**src/rtl/melody_pkg.sv**
```systemverilog
// rtl/melody_pkg.sv - note codes, FSM encoding, ROM entry layout and song table for melody_sequencer
package melody_pkg;

  localparam logic [1:0] NOTE_C4  = 2'b00;
  localparam logic [1:0] NOTE_E4  = 2'b01;
  localparam logic [1:0] NOTE_AB4 = 2'b10;
  localparam logic [1:0] NOTE_C5  = 2'b11;

  typedef enum logic [2:0] {
    ST_IDLE,
    ST_LOAD,
    ST_PLAY,
    ST_GAP,
    ST_DONE
  } seq_state_e;

  // Entry layout: {rest, note[1:0], dur[ROM_DUR_W-1:0]}
  localparam int ROM_DUR_W = 10;
  localparam int NOTE_OFS  = ROM_DUR_W;
  localparam int REST_OFS  = ROM_DUR_W + 2;
  localparam int ENTRY_W   = ROM_DUR_W + 3;

  function automatic logic [ENTRY_W-1:0] mk_entry(input logic rest, input logic [1:0] note,
                                                  input int unsigned dur);
    return {rest, note, ROM_DUR_W'(dur)};
  endfunction

  // dur == 0 terminates the song; unlisted indices read as the terminator
  function automatic logic [ENTRY_W-1:0] song_entry(input int idx);
    case (idx)
      0:       return mk_entry(1'b0, NOTE_C4, 3);
      1:       return mk_entry(1'b0, NOTE_E4, 2);
      2:       return mk_entry(1'b1, NOTE_C5, 2);
      3:       return mk_entry(1'b0, NOTE_AB4, 1);
      default: return '0;
    endcase
  endfunction

endpackage

```
**src/rtl/tick_gen.sv**
```systemverilog
// rtl/tick_gen.sv - duration tick prescaler with synchronous clear
module tick_gen #(
  parameter int unsigned CYCLES = 50000
) (
  input  logic clk_i,
  input  logic rst_i,
  input  logic clr_i,
  output logic tick_o
);

  localparam int unsigned W = (CYCLES > 1) ? $clog2(CYCLES) : 1;
  localparam logic [W-1:0] LAST = W'(CYCLES - 1);

  logic [W-1:0] cnt_q, cnt_d;

  assign tick_o = (cnt_q == LAST);

  always_comb begin
    cnt_d = cnt_q + W'(1);
    if (clr_i || tick_o) cnt_d = '0;
  end

  always_ff @(posedge clk_i) begin
    if (rst_i) cnt_q <= '0;
    else       cnt_q <= cnt_d;
  end

endmodule

```
**src/rtl/melody_sequencer.sv**
```systemverilog
// rtl/melody_sequencer.sv - song ROM player driving note select and tone gate; MELODY_TEMPO_EN adds tempo scaling
module melody_sequencer
  import melody_pkg::*;
#(
  parameter int unsigned CLK_HZ    = 50000000,
  parameter int unsigned TICK_HZ   = 1000,
  parameter int unsigned SONG_LEN  = 16,
  parameter int unsigned DUR_W     = 10,
  parameter int unsigned GAP_TICKS = 20
) (
  input  logic                        clk_50MHz,
  input  logic                        reset_button,
  input  logic                        start,
  input  logic                        stop,
  input  logic                        loop,
`ifdef MELODY_TEMPO_EN
  input  logic [1:0]                  tempo,
`endif
  output logic [1:0]                  state,
  output logic                        tone_en,
  output logic                        busy,
  output logic [$clog2(SONG_LEN)-1:0] step_idx,
  output logic                        done
);

  localparam int unsigned TICK_CYCLES = CLK_HZ / TICK_HZ;
  localparam int IDX_W = $clog2(SONG_LEN);
  localparam int IW1   = IDX_W + 1;
  localparam int CNT_W = DUR_W + 3;
  localparam int GAP_W = 16;
  localparam logic [IW1-1:0] END_IDX = IW1'(SONG_LEN);

  seq_state_e     fsm_q, fsm_d;
  logic [IW1-1:0] idx_q, idx_d;
  logic [1:0]     note_q, note_d;
  logic           rest_q, rest_d;
  logic [CNT_W-1:0] dur_q, dur_d;
  logic [GAP_W-1:0] gap_q, gap_d;

  logic               tick, tick_clr;
  logic [ENTRY_W-1:0] rom_entry;
  logic [DUR_W-1:0]   rom_dur;
  logic [1:0]         tempo_sh;

`ifdef MELODY_TEMPO_EN
  assign tempo_sh = tempo;
`else
  assign tempo_sh = 2'd0;
`endif

  assign rom_entry = song_entry(int'(idx_q));
  assign rom_dur   = DUR_W'(rom_entry[ROM_DUR_W-1:0]);
  assign tick_clr  = (fsm_q == ST_LOAD);

  tick_gen #(.CYCLES(TICK_CYCLES)) u_tick (
    .clk_i (clk_50MHz),
    .rst_i (reset_button),
    .clr_i (tick_clr),
    .tick_o(tick)
  );

  always_comb begin
    fsm_d  = fsm_q;
    idx_d  = idx_q;
    note_d = note_q;
    rest_d = rest_q;
    dur_d  = dur_q;
    gap_d  = gap_q;
    case (fsm_q)
      ST_IDLE: if (start) begin
        fsm_d = ST_LOAD;
        idx_d = '0;
      end
      ST_LOAD: begin
        if (idx_q == END_IDX || rom_dur == '0) begin
          fsm_d = ST_DONE;
        end else begin
          note_d = rom_entry[NOTE_OFS +: 2];
          rest_d = rom_entry[REST_OFS];
          dur_d  = CNT_W'(rom_dur) << tempo_sh;
          fsm_d  = ST_PLAY;
        end
      end
      ST_PLAY: if (tick) begin
        if (dur_q == CNT_W'(1)) begin
          if (GAP_TICKS > 0) begin
            fsm_d = ST_GAP;
            gap_d = GAP_W'(GAP_TICKS);
          end else begin
            fsm_d = ST_LOAD;
            idx_d = idx_q + IW1'(1);
          end
        end else begin
          dur_d = dur_q - CNT_W'(1);
        end
      end
      ST_GAP: if (tick) begin
        if (gap_q == GAP_W'(1)) begin
          fsm_d = ST_LOAD;
          idx_d = idx_q + IW1'(1);
        end else begin
          gap_d = gap_q - GAP_W'(1);
        end
      end
      ST_DONE: begin
        idx_d = '0;
        fsm_d = loop ? ST_LOAD : ST_IDLE;
      end
      default: fsm_d = ST_IDLE;
    endcase
    // stop dominates start and every in-flight transition; note select is left untouched
    if (stop) begin
      fsm_d = ST_IDLE;
      idx_d = '0;
    end
  end

  always_ff @(posedge clk_50MHz) begin
    if (reset_button) begin
      fsm_q  <= ST_IDLE;
      idx_q  <= '0;
      note_q <= NOTE_C4;
      rest_q <= 1'b0;
      dur_q  <= '0;
      gap_q  <= '0;
    end else begin
      fsm_q  <= fsm_d;
      idx_q  <= idx_d;
      note_q <= note_d;
      rest_q <= rest_d;
      dur_q  <= dur_d;
      gap_q  <= gap_d;
    end
  end

  assign state    = note_q;
  assign tone_en  = (fsm_q == ST_PLAY) && !rest_q;
  assign busy     = (fsm_q != ST_IDLE);
  assign done     = (fsm_q == ST_DONE);
  // The one-past-end index only lives for the final LOAD/DONE; show the last entry instead
  assign step_idx = (idx_q == END_IDX) ? IDX_W'(SONG_LEN - 1) : idx_q[IDX_W-1:0];

endmodule

```
**config.mk**
```make
export PLATFORM = sky130hd
export DESIGN_NAME = melody_sequencer
export DESIGN_NICKNAME = d
export VERILOG_FILES = /design/src/rtl/melody_pkg.sv /design/src/rtl/tick_gen.sv /design/src/rtl/melody_sequencer.sv
export SDC_FILE = /design/constraint.sdc
export NUM_CORES = 1
export LEC_CHECK = 0
export CAP_MARGIN = 30
export CELL_PAD_IN_SITES_DETAIL_PLACEMENT = 1
export CELL_PAD_IN_SITES_GLOBAL_PLACEMENT = 1
export CORE_MARGIN = 2
export CORE_UTILIZATION = 41
export CTS_CLUSTER_DIAMETER = 150
export DETAILED_ROUTE_END_ITERATION = 8
export PLACE_DENSITY = 0.85
export SYNTH_ARGS = -nofsm -noshare
export SYNTH_HDL_FRONTEND = slang
export SYNTH_SLANG_ARGS = --single-unit
```
**constraint.sdc**
```tcl
create_clock -name clk_50MHz -period 2.42 [get_ports clk_50MHz]
set_input_delay 0.363 -clock clk_50MHz [delete_from_list [all_inputs] [get_ports clk_50MHz]]
set_output_delay 0.363 -clock clk_50MHz [all_outputs]
set_load 0.03 [all_outputs]
```
## Yosys cells after proc, flatten, opt, wreduce, memory -nomap -nowiden

Index checks and enable logic that the tools add are counted.

- $add $sub $neg: 4
- Eq/ne operators: 19
- Multiplexer cells: 23
- Bitwise operators: 1
- Reductions and logical operators: 18

Operators with widths:

| cell | count |
|---|---|
| $mux 16 | 4 |
| $pmux 13 s4 | 1 |
| $mux 13 | 3 |
| $pmux 16 s2 | 1 |
| $pmux 13 s2 | 1 |
| $mux 3 | 6 |
| $add 16x1->16 const B | 1 |
| $eq 16x1->1 const B | 1 |
| $eq 16x16->1 const B | 1 |
| $sub 16x1->16 const B | 1 |
| $mux 5 | 3 |
| $pmux 3 s5 | 1 |
| $pmux 5 s3 | 1 |
| $eq 13x1->1 const B | 1 |
| $sub 13x1->13 const B | 1 |
| $ne 2x2->1 const B | 6 |
| $eq 5x2->1 const B | 2 |
| $logic_not 10->1 | 1 |
| $reduce_and 5->1 | 2 |
| $reduce_and 4->1 | 2 |
| $eq 3x2->1 const B | 2 |
| $reduce_bool 3->1 | 2 |
| $add 5x1->5 const B | 1 |
| $eq 5x1->1 const B | 1 |
| 15 further kinds | 19 |

- Register bits after elaboration: 56
- Output and inout bits: 9
- Logic and storage cells: 72

## Depth between registers and ports, before layout

- Depth in word-level cells: 6
- Mapped depth: 9
- Gate-level depth less buffers: 7

## Hierarchy

From an unflattened synthesis, not the netlist that was laid out.

- Cell total of the unflattened synthesis: 375
- Area total of the unflattened synthesis: 3119.2 µm²

Modules (own cells, without submodules):

| module | instances | cells an instance | area each (µm²) |
|---|---|---|---|
| melody_sequencer | 1 | 295 | 2398.6 |
| tick_gen | 1 | 80 | 720.7 |

## Worst setup path before layout

No wires, ideal clock.

- Path type: flip-flop to flip-flop
- Start: reg u_tick.cnt_q[13]
- End: reg idx_q[3]
- Data arrival time: 2544 ps
- Data required time: 2350 ps
- Slack: -194 ps
- Stages on the path, launching flop included: 8
- Period minus slack after synthesis: 2614 ps
- Path through: dfxtp_1 -> or4_4 -> or4_4 -> buf_6 -> or4_4 -> buf_6 -> or3_1 -> a21oi_1

- Cells in the longest elaborated chain, start to end: 3

RTL lines:

| what | line | RTL |
|---|---|---|
| start, declared | tick_gen.sv:14 | `logic [W-1:0] cnt_q, cnt_d;` |
| start signal, assigned | tick_gen.sv:25 | `else cnt_q <= cnt_d;` |
| $eq 16x16->1 | tick_gen.sv:16 | `assign tick_o = (cnt_q == LAST);` |
| $ne 2x1->1 (no source line) | - |  |
| $reduce_and 4->1 (no source line) | - |  |
| end signal, assigned | melody_sequencer.sv:128 | `idx_q <= idx_d;` |
| end, declared | melody_sequencer.sv:34 | `logic [IW1-1:0] idx_q, idx_d;` |

No other way between the ends.
A chain may end at the register's enable or synchronous reset.

## Worst setup path in the final report

- Start: reg dur_q[1]
- End: reg gap_q[4]

- Cells in the longest elaborated chain, start to end: 3

RTL lines:

| what | line | RTL |
|---|---|---|
| start, declared | melody_sequencer.sv:37 | `logic [CNT_W-1:0] dur_q, dur_d;` |
| start signal, assigned | melody_sequencer.sv:131 | `dur_q <= dur_d;` |
| $eq 13x1->1 | melody_sequencer.sv:85 | `if (dur_q == CNT_W'(1)) begin` |
| $ne 2x2->1 (no source line) | - |  |
| $reduce_and 5->1 (no source line) | - |  |
| end signal, assigned | melody_sequencer.sv:132 | `gap_q <= gap_d;` |
| end, declared | melody_sequencer.sv:38 | `logic [GAP_W-1:0] gap_q, gap_d;` |

No other way between the ends.

==> flow_summary.json <==
{
  "status": "finished with violations",
  "violations": "negative setup slack",
  "final_core_util": 0.552,
  "drv_cap": 0,
  "cp-end-kind": "flip-flop",
  "synthXorXnorAreaFrac": 0.0462,
  "synth.net_count": 385,
  "hold_end": "u_tick.cnt_q[0]",
  "clock_sinks": 56,
  "clk_latency_ns": 0.33,
  "cp_max_fo": 6,
  "avgViaCountPerCell": 6.20,
  "fin_ws_ns": -0.0487,
  "finalSetupViolCount": 4,
  "io_pins": 14,
  "hold_path.class": "reg -> reg",
  "synth-seq-area-share": 0.369,
  "worstMarginPinSlew_ns": 0.566,
  "critPathTopFamily": "compound AO/OA/AOI/OAI gates",
  "drt_wl_total_um": 11100,
  "drt_iter0_drc": 175,
  "dieArea_mm2": 0.00811,
  "path_clk_slew_ns": 0.12,
  "timing.fmax_mhz": 405,
  "grt_pass1_vias": 3256,
  "timing.slew.headroom": 0.619,
  "async_reset_ff_frac": 0,
  "synth_top_family_by_area": "simple AND/OR/NAND/NOR gates",
  "critPathBufInv": 2,
  "synthMuxAreaShare": 0.00330,
  "synth-edff-count": 0,
  "first_pass_iters": 4,
  "path_cells": "inv_2, ha_4, or3b_4, o41ai_4, nand3_4, buf_6, o311ai_2, o311ai_4",
  "finalMaxSlewViolations": 0,
  "place.gp.congestion": 0.847,
  "synthFlopType": "dfxtp_1",
  "clkPwrFrac": 0.354,
  "hpwl_um": 6490,
  "core_mm2": 0.00721,
  "finalCritPeriodShare": 1.02,
  "max-clock-path-buffers": 2,
  "arrival_ns": 2.65,
  "ir_worst_vdd_mv": 0.298,
  "cts.htree.levels": 2,
  "track_usage": 0.231,
  "fin_skew_ns": 0.0122,
  "rsz0062_at_grt": "yes",
  "cts_tree": "yes",
  "diodes": 0,
  "initial_utilization": 0.421,
  "cpPeakStageDelay_ns": 0.43,
  "numCtsBuffers": 5,
  "dpl_worst_slack_ns": -0.113,
  "p_seq_frac": 0.563,
  "hold_viol": 0,
  "switching_share": 0.265,
  "p_leak_uw": 0.00152,
  "rr_startpoint": "dur_q[1]",
  "nets": 441,
  "final_common_cell": "dfxtp_1",
  "worstSetupStartpointType": "flip-flop",
  "ys_seq_elements": 56,
  "ant_nets": 0,
  "layout_common_cells": "dfxtp_1 (52), buf_4 (51), nor2_1 (38)",
  "cp.required_ns": 2.60,
  "holdPathStages": 1,
  "reg2regPathDepth": 8,
  "p_comb_frac": 0.083,
  "antenna_found_initial": 0,
  "synth_area_per_cell_um2": 8.18,
  "grt-ovfl-total": 0,
  "reg2reg_to": "gap_q[4]",
  "synth_compound_area_frac": 0.199,
  "criticalPathCategory": "reg -> reg",
  "reg2reg_slack_ns": -0.05,
  "synth_area_mm2": 0.00304,
  "drive_gt1_frac": 0.285,
  "period_needed_ns": 2.47,
  "drc": 0,
  "switchingPower_uw": 441,
  "grt_max_degree": 28,
  "p_per_area_mw_per_mm2": 418,
  "critPathSlowestCell": "o41ai_4",
  "yosys.area_share.simple": 0.297,
  "die_x_um": 90.0,
  "syn_inst": 371,
  "portBuffers": 13,
  "root_buffer": "clkbuf_8",
  "synth-adder-area-share": 0.0371,
  "yosysWarnings": 0,
  "grt_pass1_wl_um": 15600,
  "die_h_um": 90.0,
  "vias": 3270,
  "drt-wirelength-per-cell_um": 21.0,
  "hold_path_startpoint": "u_tick.cnt_q[0]",
  "rows": 31,
  "syn_to_final_growth_pct": 31.2,
  "synth_cell_type_count": 51,
  "p_int_uw": 1230
}
cell type report:
type / count / area [µm²]
flip-flops and latches: 56 / 1130
well taps: 99 / 124
fillers: 858 / 3230
repair buffers: 69 / 557
multi-input cells: 280 / 2020
clock inverters: 2 / 18.8
inverters: 15 / 56.3
clock buffers: 6 / 82.6
metal layers:
layer  up-vias  share of wire  global-route usage
li1       1498              -                   -
met1      1644           0.40               0.277
met2        95           0.53               0.425
met3        33          0.035              0.0327
met4         0          0.033              0.0718
met5         -              0                   0
kinds of logic after synthesis:
family	after synthesis
AOI/OAI and AO/OA	92
DFF	56
adders and majority gates	9
xor gates and xnor gates	16
buffers and inverters	35
muxes	1
and+or+nand+nor	162
state kept, by name, indices dropped and copies added, names as in the netlist:
signal	count
u_tick.cnt_q	16
state	2
idx_q	5
rest_q	1
gap_q	16
dur_q	13
fsm_q	3
power by group through the flow:
stage	clock network (µW)	logic (µW)	registers, µW
floorplan	0	67.1	956
global placement	0	115	955
detailed placement	0	119	956
CTS	597	122	935
global route	630	148	939
finish	589	139	938
cell usage after synthesis (all sizes together) (2+ instances only):
cell	count	area, µm²
buf	2	22.5
o311ai	3	26.3
and2	3	18.8
nor2	38	143
nand3	19	95.1
nand4b	3	26.3
or4	23	184
ha	9	113
and3	7	43.8
inv	15	56.3
o211ai	3	22.5
a211oi	3	22.5
nand4	9	56.3
o31ai	16	120
xor2	8	70.1
o41ai	2	25.0
nor3b	3	22.5
a21oi	30	150
o21ai	14	70.1
a31oi	5	31.3
or3b	3	26.3
o21a	2	15.0
nand2	20	75.1
nor4	8	50.1
a21o	3	22.5
or3	10	62.6
xnor2	8	70.1
dfxtp	56	1120
o21bai	2	15.0
a311oi	2	17.5
clkbuf	18	67.6
nor3	10	50.1
timing repair:
item	CTS	global route
hold buffers	0	0
setup endpoints to repair	21	27
pin swaps	2	26
resized for setup	12	55
buffers inserted	4	6
through the flow:
step | std cells | setup TNS [ns] | instance area, µm² | total power, µW | hold WS (ns)
final | 527 | -0.0934 | 3980 | 1670 | 0.466
after global routing | 527 | -0.856 | 3980 | 1720 | 0.476
after CTS | 521 | -0.00441 | 3720 | 1660 | 0.470
after floorplan | 371 | -0.240 | 3040 | 1020 | 0.418
after detailed placement | 509 | -0.993 | 3550 | 1080 | 0.444
after global placement | 509 | -0.379 | 3550 | 1070 | 0.431
worst max path at each step:
stage          slack (ns)   endpoint  cells after the start             start
2_1_floorplan       -0.07   idx_q[2]                      7  u_tick.cnt_q[11]
3_3_place_gp        -0.04   gap_q[8]                      8          dur_q[1]
3_5_place_dp        -0.11  gap_q[15]                      8          dur_q[1]
4_1_cts            -0.004   idx_q[2]                      5  u_tick.cnt_q[11]
5_1_grt             -0.11   gap_q[4]                      8          dur_q[1]
6_report            -0.05   gap_q[4]                      8          dur_q[1]
(Power assumes the default switching activity.)
